--- config.mk ---
export PLATFORM = sky130hd
export DESIGN_NAME = cclimb_input_ctrl
export DESIGN_NICKNAME = d
export VERILOG_FILES = /design/src/rtl/cclimb_input_ctrl.sv
export SDC_FILE = /design/constraint.sdc
export NUM_CORES = 1
export LEC_CHECK = 0
export CORE_AREA = 2 2 83 85
export CTS_CLUSTER_SIZE = 24
export DETAILED_ROUTE_END_ITERATION = 16
export DIE_AREA = 0 0 85 87
export PLACE_DENSITY_LB_ADDON = 0.1
export SYNTH_ARGS = -nofsm -noshare
export SYNTH_HDL_FRONTEND = slang
export SYNTH_SLANG_ARGS = --single-unit
export TNS_END_PERCENT = 10
--- constraint.sdc ---
create_clock -name clk_sys -period 4.7 [get_ports clk_sys]
set_input_delay 0.705 -clock clk_sys [delete_from_list [all_inputs] [get_ports clk_sys]]
set_output_delay 0.705 -clock clk_sys [all_outputs]
set_load 0.1 [all_outputs]
--- src/rtl/cclimb_input_ctrl.sv ---
// Input conditioning for the Crazy Climber core.
// PS/2 key events become held key state, which is ORed with both joysticks.
// Opposing directions on each stick are resolved, and coin requests are
// shaped into fixed-width, rate-limited pulses for the core's coin latch.
//
// Coin FSM states
//   state    | meaning
//   ST_IDLE  | coin1 low; waiting for a request rising edge or a pending request
//   ST_PULSE | coin1 high; counting down the pulse width
//   ST_GAP   | coin1 low; counting down the mandatory gap before the next pulse
module cclimb_input_ctrl #(
    parameter logic [23:0] COIN_PULSE   = 24'd2400000,
    parameter logic [23:0] COIN_GAP     = 24'd2400000,
    parameter bit          START_COINS  = 1'b1,
    parameter bit          SOCD_NEUTRAL = 1'b1
) (
    input  logic        clk_sys,
    input  logic        reset_n,
    input  logic [10:0] ps2_key,
    input  logic [15:0] joystick_0,
    input  logic [15:0] joystick_1,
    output logic        l_up,
    output logic        l_down,
    output logic        l_left,
    output logic        l_right,
    output logic        r_up,
    output logic        r_down,
    output logic        r_left,
    output logic        r_right,
    output logic        start1,
    output logic        start2,
    output logic        coin1
);

    // key register slots
    localparam int K_W   = 0;
    localparam int K_A   = 1;
    localparam int K_S   = 2;
    localparam int K_D   = 3;
    localparam int K_UP  = 4;
    localparam int K_DN  = 5;
    localparam int K_LF  = 6;
    localparam int K_RT  = 7;
    localparam int K_F1  = 8;
    localparam int K_1   = 9;
    localparam int K_F2  = 10;
    localparam int K_2   = 11;
    localparam int K_5   = 12;
    localparam int K_6   = 13;

    typedef enum logic [1:0] {
        ST_IDLE  = 2'd0,
        ST_PULSE = 2'd1,
        ST_GAP   = 2'd2
    } state_t;

    logic        r_arm;
    logic        r_tog;
    logic [13:0] r_keys;
    logic [10:0] r_joy;

    state_t      r_state;
    logic [23:0] r_cnt;
    logic        r_pend;
    logic        r_req;
    logic        r_coin;

    logic r_l_up, r_l_down, r_l_left, r_l_right;
    logic r_r_up, r_r_down, r_r_left, r_r_right;
    logic r_start1, r_start2;

    logic w_l_up, w_l_down, w_l_left, w_l_right;
    logic w_r_up, w_r_down, w_r_left, w_r_right;
    logic w_start1, w_start2, w_coin_raw;
    logic w_req, w_rise;
    logic w_unused_bits;

    // Extended-code flag and the upper joystick buttons play no part in this map.
    assign w_unused_bits = ^{ps2_key[8], joystick_0[15:11], joystick_1[15:11]};

    // Arm on the first clock after reset (capturing the toggle), then decode each toggle event.
    always_ff @(posedge clk_sys or negedge reset_n) begin
        if (!reset_n) begin
            r_arm  <= 1'b0;
            r_tog  <= 1'b0;
            r_keys <= '0;
        end else if (!r_arm) begin
            r_arm <= 1'b1;
            r_tog <= ps2_key[10];
        end else if (ps2_key[10] != r_tog) begin
            r_tog <= ps2_key[10];
            case (ps2_key[7:0])
                8'h1D:   r_keys[K_W]  <= ps2_key[9];
                8'h1C:   r_keys[K_A]  <= ps2_key[9];
                8'h1B:   r_keys[K_S]  <= ps2_key[9];
                8'h23:   r_keys[K_D]  <= ps2_key[9];
                8'h75:   r_keys[K_UP] <= ps2_key[9];
                8'h72:   r_keys[K_DN] <= ps2_key[9];
                8'h6B:   r_keys[K_LF] <= ps2_key[9];
                8'h74:   r_keys[K_RT] <= ps2_key[9];
                8'h05:   r_keys[K_F1] <= ps2_key[9];
                8'h16:   r_keys[K_1]  <= ps2_key[9];
                8'h06:   r_keys[K_F2] <= ps2_key[9];
                8'h1E:   r_keys[K_2]  <= ps2_key[9];
                8'h2E:   r_keys[K_5]  <= ps2_key[9];
                8'h36:   r_keys[K_6]  <= ps2_key[9];
                default: ;
            endcase
        end
    end

    // Joysticks are registered first so they line up with the key-register path.
    always_ff @(posedge clk_sys or negedge reset_n) begin
        if (!reset_n) begin
            r_joy <= '0;
        end else begin
            r_joy <= joystick_0[10:0] | joystick_1[10:0];
        end
    end

    assign w_l_up     = r_keys[K_W]  | r_joy[0];
    assign w_l_down   = r_keys[K_S]  | r_joy[1];
    assign w_l_left   = r_keys[K_A]  | r_joy[2];
    assign w_l_right  = r_keys[K_D]  | r_joy[3];
    assign w_r_up     = r_keys[K_UP] | r_joy[4];
    assign w_r_down   = r_keys[K_DN] | r_joy[5];
    assign w_r_left   = r_keys[K_LF] | r_joy[6];
    assign w_r_right  = r_keys[K_RT] | r_joy[7];
    assign w_start1   = r_keys[K_F1] | r_keys[K_1] | r_joy[8];
    assign w_start2   = r_keys[K_F2] | r_keys[K_2] | r_joy[9];
    assign w_coin_raw = r_keys[K_5]  | r_keys[K_6] | r_joy[10];

    assign w_req  = w_coin_raw | (START_COINS & (w_start1 | w_start2));
    assign w_rise = w_req & ~r_req;

    // Register stick outputs, neutralising opposing pairs when enabled.
    always_ff @(posedge clk_sys or negedge reset_n) begin
        if (!reset_n) begin
            r_l_up    <= 1'b0;
            r_l_down  <= 1'b0;
            r_l_left  <= 1'b0;
            r_l_right <= 1'b0;
            r_r_up    <= 1'b0;
            r_r_down  <= 1'b0;
            r_r_left  <= 1'b0;
            r_r_right <= 1'b0;
            r_start1  <= 1'b0;
            r_start2  <= 1'b0;
        end else begin
            r_l_up    <= w_l_up    & ~(SOCD_NEUTRAL & w_l_down);
            r_l_down  <= w_l_down  & ~(SOCD_NEUTRAL & w_l_up);
            r_l_left  <= w_l_left  & ~(SOCD_NEUTRAL & w_l_right);
            r_l_right <= w_l_right & ~(SOCD_NEUTRAL & w_l_left);
            r_r_up    <= w_r_up    & ~(SOCD_NEUTRAL & w_r_down);
            r_r_down  <= w_r_down  & ~(SOCD_NEUTRAL & w_r_up);
            r_r_left  <= w_r_left  & ~(SOCD_NEUTRAL & w_r_right);
            r_r_right <= w_r_right & ~(SOCD_NEUTRAL & w_r_left);
            r_start1  <= w_start1;
            r_start2  <= w_start2;
        end
    end

    // Coin shaper: one pulse per request edge, with a single-deep pending slot.
    always_ff @(posedge clk_sys or negedge reset_n) begin
        if (!reset_n) begin
            r_state <= ST_IDLE;
            r_cnt   <= '0;
            r_pend  <= 1'b0;
            r_req   <= 1'b0;
            r_coin  <= 1'b0;
        end else begin
            r_req <= w_req;
            case (r_state)
                ST_IDLE: begin
                    if (w_rise || r_pend) begin
                        r_state <= ST_PULSE;
                        r_coin  <= 1'b1;
                        r_cnt   <= COIN_PULSE - 24'd1;
                        r_pend  <= 1'b0;
                    end
                end
                ST_PULSE: begin
                    if (w_rise) r_pend <= 1'b1;
                    if (r_cnt == 24'd0) begin
                        r_state <= ST_GAP;
                        r_coin  <= 1'b0;
                        r_cnt   <= COIN_GAP - 24'd1;
                    end else begin
                        r_cnt <= r_cnt - 24'd1;
                    end
                end
                ST_GAP: begin
                    if (w_rise) r_pend <= 1'b1;
                    if (r_cnt == 24'd0) begin
                        r_state <= ST_IDLE;
                    end else begin
                        r_cnt <= r_cnt - 24'd1;
                    end
                end
                default: begin
                    r_state <= ST_IDLE;
                    r_coin  <= 1'b0;
                end
            endcase
        end
    end

    assign l_up    = r_l_up;
    assign l_down  = r_l_down;
    assign l_left  = r_l_left;
    assign l_right = r_l_right;
    assign r_up    = r_r_up;
    assign r_down  = r_r_down;
    assign r_left  = r_r_left;
    assign r_right = r_r_right;
    assign start1  = r_start1;
    assign start2  = r_start2;
    assign coin1   = r_coin;

endmodule

==> metrics.txt, run 1 <==
status completed; Initial DRC Count 141; post-synth design cell area 3174 um^2; PostCTS Resize Cnt 0; H-tree depth 3; Final Wtd Congestion 0.7950; Final HPWL DP 4240 um; Post-Syn Instances 308; layout net count 408; Post-route DRC 0; vias per cell 5.620; Tmin final 2757 ps; maxcap violations 0; Final Cycle Share 58.65%; Post-synth EDFFs 0; die area 7395 um^2; CORE AREA 6569 um^2; Crit Reg-Reg Startpoint r_cnt[3]; TNS Setup 0 ps; worst reg2reg path depth 6; Max Transition Viols Final 0; fillers 566; grt total ovfl 0; Synth Area per Inst 10.31 um^2; IO Port Bufs 44; Hold/Removal Path Class flop to flop; post-synth net total 359; pwr dens 429.6 nW/um^2; num rows 30; clk_skew 4.312 ps; gr usage total 18.50%; Leakage 1.633 nW; flop and latch count out of synthesis 66; DR WL/cell 14.17 um; measured slew at the worst slew-check pin 971.8 ps; CTS buffer count 9; drt pass-1 iters 4; worst stage delay on the critical path 540 ps; Critical Path Source Type flop; end-of-flow core utilization 59.89%; Max-slew headroom 35.01%; dominant cell type by area after synthesis dfrtp_1; Crit. End Element flop; Multi-input gate area 1444 um^2; first-pass GRT wire length 10800 um; DIE HEIGHT 87 um; final wirelength 6263 um; I/O pins 56; end of the worst register-to-register path r_cnt[7]; worst hold path endpoint r_left; die width 85 um; most numerous cell in the Yosys netlist dfrtp_1; CTS clk-pin slew, worst paths 70 ps; Sequential Area 1652 um^2; hold path start r_joy[7]; peak supply drop 245.5 uV; Synth cell types 43; Hold Path Cell Cnt 1; synth top area cells dfrtp_1, mux2_2, nor2_1; yosys warns 0; crit path kind flop to flop; Sink Count 66; Skew-Pair Late Insertion Delay 340 ps; Top FF cell, synth dfrtp_1; Synth-to-Final Area Change 23.93%; vias in the first global route 2404; WP data required 4980 ps; Root Buffer Master clkbuf_8; number of buffers added for setup after CTS 0; Max clock buf depth 2; Post-synth top cells dfrtp_1, nor2_1, a21oi_1, nor3_1, mux2_2; critical path peak fanout 12; worst reg-to-reg setup slack 1940 ps; post-synthesis sequential area ratio 52.03%; crit-path cells or4_4, nor4_1, nand4_2, and2_1, nand2_1, o22a_1; Fmax 0.3628 GHz; final setup violation count 0; Initial Util 48.32%; antenna violations before repair 0; vias post-DR 2484; WP data arrival 3040 ps; Ant. Diodes 0; RSZ-0062 raised after global routing false; Final Hold Fails 0; Crit-path slowest cell or4_4; CTS Hold Bufs 0; post-route antenna net violation count 0; pin count of the biggest net entering global routing 67; asr flop ratio synth 100.0%; post-synth top area share 52.03%; CTS tree built; share of cells above drive strength 1 14.92%
-- where the power goes --
group	switching, mW	internal (mW)	leakage [nW]
registers	0.0713	0.639	0.801
logic	0.244	0.156	0.715
clock network	0.226	0.354	0.117
-- logic make-up (layout without fill, tap and decap cells) --
kind of cell / Yosys count / count (layout) / share of synthesized area [%]
AO/OA/AOI/OAI: 66 / 66 / 13.72
other: 1 / 1 / 0.1181
adder cells (fa/ha/maj): 6 / 6 / 2.365
AND/OR/NAND/NOR: 128 / 128 / 22.11
multiplexers: 14 / 14 / 4.966
buffers and inverters: 19 / 73 / 2.483
flip-flops: 66 / 66 / 52.03
XOR/XNOR: 8 / 8 / 2.207
-- sequential cells by signal, summed over array words and instances (netlist names), 2 cells and up --
register  count
r_cnt        24
r_keys       14
r_joy        11
r_state       2
-- layout by cell type, fill, tap and decap left out, types with 3 or more instances in the layout --
cell type,n
ha_1,6
nor3_1,20
or3_1,6
bufinv_16,3
clkdlybuf4s50_1,43
or4_4,4
nand4b_1,4
a31oi_1,3
xor2_1,8
mux2_2,14
nand3_1,12
nor2_1,32
inv_1,10
dfrtp_1,66
clkbuf_8,9
o22a_1,6
a21boi_1,3
a21oi_1,20
a22o_1,5
nand4_1,3
or2_2,13
o21a_1,6
o21ai_0,12
buf_4,3
nand2_1,10
nand2b_1,6
nor4_1,5
-- layout make-up --
| cell class | count | share of cell area (%) |
|---|---|---|
| timing repair buffer | 47 | 11.64 |
| tap | 80 | 2.545 |
| clock buffer | 10 | 3.244 |
| clock inverter | 6 | 2.926 |
| multi-input combinational | 223 | 36.70 |
| sequential | 66 | 41.98 |
| inverter | 10 | 0.9542 |
-- worst max-delay path: cells and delay by family, from the launching register on --
kind               cells  cell delay (ps)
AOI/OAI and AO/OA      1              200
DFF                    1              470
and+or+nand+nor        5             2020
-- per-stage QoR --
| stage | hold WS (ps) | power [mW] | std cells | setup WS [ps] | instance area, um^2 |
|---|---|---|---|---|---|
| final | 431.7 | 1.690 | 442 | 1943 | 3934 |
| after detailed placement | 426.4 | 1.117 | 426 | 1946 | 3691 |
| after floorplan | 409.4 | 0.9943 | 308 | 2369 | 3174 |
| after global placement | 423.4 | 1.104 | 426 | 1984 | 3691 |
| after CTS | 436.9 | 1.704 | 442 | 1941 | 3934 |
| after global routing | 445.6 | 1.781 | 442 | 1736 | 3934 |
-- worst max path at each step --
stage,from,end,slack [ps]
finish,r_cnt[3],r_cnt[7],1940
global route,r_cnt[3],r_cnt[22],1740
CTS,r_cnt[3],r_cnt[10],1940
detailed placement,r_cnt[3],r_cnt[9],1950
global placement,ps2_key[10],r_keys[0],1980
floorplan,r_cnt[8],r_cnt[15],2370
-- metal layers --
| layer | track usage [%] | part of all wire, % | up-vias |
|---|---|---|---|
| li1 | - | - | 1221 |
| met1 | 22.88 | 46 | 1210 |
| met2 | 30.61 | 49 | 41 |
| met3 | 3.602 | 2.4 | 12 |
| met4 | 10.10 | 2.0 | 0 |
| met5 | 0 | 0 | - |
No activity file was read; power rests on OpenSTA's default activity.
==> inputs of run 2 (changes only) <==
CORE_AREA = 2 2 86 88   (was 2 2 83 85)
DIE_AREA = 0 0 88 90   (was 0 0 85 87)
clock period = 2.4 ns   (was 4.7 ns; I/O delays follow)
==> run 2 against run 1 <==
Effect of this change: the flow now finishes with violations (negative setup slack); global-route usage increased by 0.37 points; fmax increased by 15%; clock skew increased by 3.3 ps; flip-flop and latch count unchanged; routed wire length increased by 7.5%; design area increased by 5.7%; sequential power increased by 90%; die area increased by 7.1%; utilization decreased by 0.66 points; critical endpoint is now r_cnt[15]; largest cell class unchanged; largest power group unchanged.
==> metrics.txt, run 2 (synthesis gave the netlist of run 1 again) <==
status finished, violations left (was completed); failing checks negative setup slack; Ant. Diodes 0 (unchanged); Final Hold Fails 0 (unchanged); num rows 31 (was 30); peak supply drop 399.8 uV (was 245.5 uV); Final Wtd Congestion 0.8606 (was 0.7950); most common cell after layout, fill and taps aside dfrtp_1 (unchanged); WP buf/inv 0 (unchanged); Tmin final 2400 ps (was 2757 ps); IO Port Bufs 44 (unchanged); Final HPWL DP 4832 um (was 4240 um); vias post-DR 2598 (was 2484); CTS buffer count 9 (unchanged); crit-path cells or4_4, or4_4, or4_4, o21ai_0, nand2_1, a22o_1 (was or4_4, nor4_1, nand4_2, and2_1, nand2_1, o22a_1); most used cell, CP or4_4; vias per cell 5.313 (was 5.620); vias in the first global route 2642 (was 2404); Synth-to-Final Area Change 30.98% (was 23.93%); Largest register FFs 24 (unchanged); Max clock buf depth 2 (unchanged); Multi-input gate area 1460 um^2 (was 1444 um^2); Final Cycle Share 100.0% (was 58.65%); die width 88 um (was 85 um); Sequential Area 1652 um^2 (unchanged); Critical Path Source Type flop (unchanged); WP data arrival 2630 ps (was 3040 ps); worst hold margin 7.219 ps (was 431.7 ps); share of cells above drive strength 1 24.36% (was 14.92%); Crit. End Element flop (unchanged); Sink Count 66 (unchanged); final wirelength 6735 um (was 6263 um); layout net count 436 (was 408); CORE AREA 7020 um^2 (was 6569 um^2); Fmax 0.4167 GHz (was 0.3628 GHz); gr usage total 18.87% (was 18.50%); Post-route DRC 0 (unchanged); grt total ovfl 0 (unchanged); crit path kind flop to flop (unchanged); CTS tree built (unchanged); drt pass-1 iters 4 (unchanged); critical path peak fanout 3 (was 12); pin count of the biggest net entering global routing 67 (unchanged); Initial DRC Count 192 (was 141); Reg with most FFs r_cnt (unchanged); I/O pins 56 (unchanged); clk_skew 7.627 ps (was 4.312 ps); Crit-path slowest cell or4_4 (unchanged); DIE HEIGHT 90 um (was 87 um); RSZ-0062 raised after global routing true (was false); maxcap violations 0 (unchanged); Crit path max-delay family simple AND/OR/NAND/NOR gates (unchanged); first-pass GRT wire length 11760 um (was 10800 um); number of buffers added for setup after CTS 0 (unchanged); pwr dens 814.6 nW/um^2 (was 429.6 nW/um^2); Final Power 3.387 mW (was 1.690 mW); Leakage 1.777 nW (was 1.633 nW); Skew-Pair Late Insertion Delay 350 ps (was 340 ps); min setup slack post-route -0.07883 ps (was 1943 ps); final setup violation count 1 (was 0); CTS clk-pin slew, worst paths 80 ps (was 70 ps); die area 7920 um^2 (was 7395 um^2); antenna violations before repair 0 (unchanged); Initial Util 45.21% (was 48.32%); post-route antenna net violation count 0 (unchanged); DP Worst Slack 55.35 ps (was 1946 ps); fillers 616 (was 566); Hold/Removal Path Class input pin to async pin (was flop to flop); H-tree depth 3 (unchanged); PostCTS Resize Cnt 0 (unchanged); Largest regs r_cnt x24, r_keys x14, r_joy x11 (unchanged); Root Buffer Master clkbuf_8 (unchanged); Max Transition Viols Final 0 (unchanged); most frequent cells in the layout dfrtp_1, buf_4, clkdlybuf4s50_1, nor2_1 (was dfrtp_1, clkdlybuf4s50_1, nor2_1, nor3_1, a21oi_1); WP data required 2630 ps (was 4980 ps); worst stage delay on the critical path 560 ps (was 540 ps); DR WL/cell 13.77 um (was 14.17 um); CTS Hold Bufs 0 (unchanged)
## run 2: changes by cell type in the layout (fill, tap and decap cells not counted), sizes merged
cell,before,now
clkdlybuf4s50,43,32
clkinv,2,1
bufinv,3,2
clkinvlp,1,3
buf,4,43
## run 2: final timing paths
check | startpoint | end | slack, ps | cells past startpoint
worst max-delay path | r_cnt[8] | r_cnt[15] | -0.08 | 6
worst min-delay path | reset_n | r_cnt[11] | 7 | 2
worst max register to register | r_cnt[8] | r_cnt[15] | -0.08 | 6
worst min register to register | r_joy[5] | r_up | 440 | 1
max in group asynchronous | reset_n | r_joy[10] | 2090 | 2
min in group clk_sys | r_joy[5] | r_up | 440 | 1
## run 2: layout make-up
cell class | count | share of cell area [%]
Clock buffer | 10 | 3.070
Clock inverter | 6 | 2.197
Inverter | 10 | 0.9028
Multi-Input combinational cell | 223 | 35.12
Sequential cell | 66 | 39.72
Tap cell | 99 | 2.979
Timing Repair Buffer | 75 | 16.01
## run 2: layer usage
metal	wire length (um)	global-route usage [%]
met5	0	0
met3	247	5.234
met4	78	6.026
met2	3449	31.50
met1	2960	23.37
## run 2: through the flow
stage	TNS (ps)	instances	utilization, %	area, um^2
global route	-36.99	489	59.22	4158
CTS	0	489	58.99	4141
detailed placement	0	473	55.87	3923
global placement	0	473	55.87	3923
floorplan	0	308	-	3174
finish	-0.07883	489	59.22	4158
## run 2: report_power, final
group / leakage [nW] / internal [mW] / total, mW / switching [mW]
registers: 0.801 / 1.25 / 1.35 / 0.0941
clock network: 0.0987 / 0.587 / 1.04 / 0.452
logic: 0.877 / 0.436 / 1.00 / 0.567
total: 1.78 / 2.27 / 3.39 / 1.11
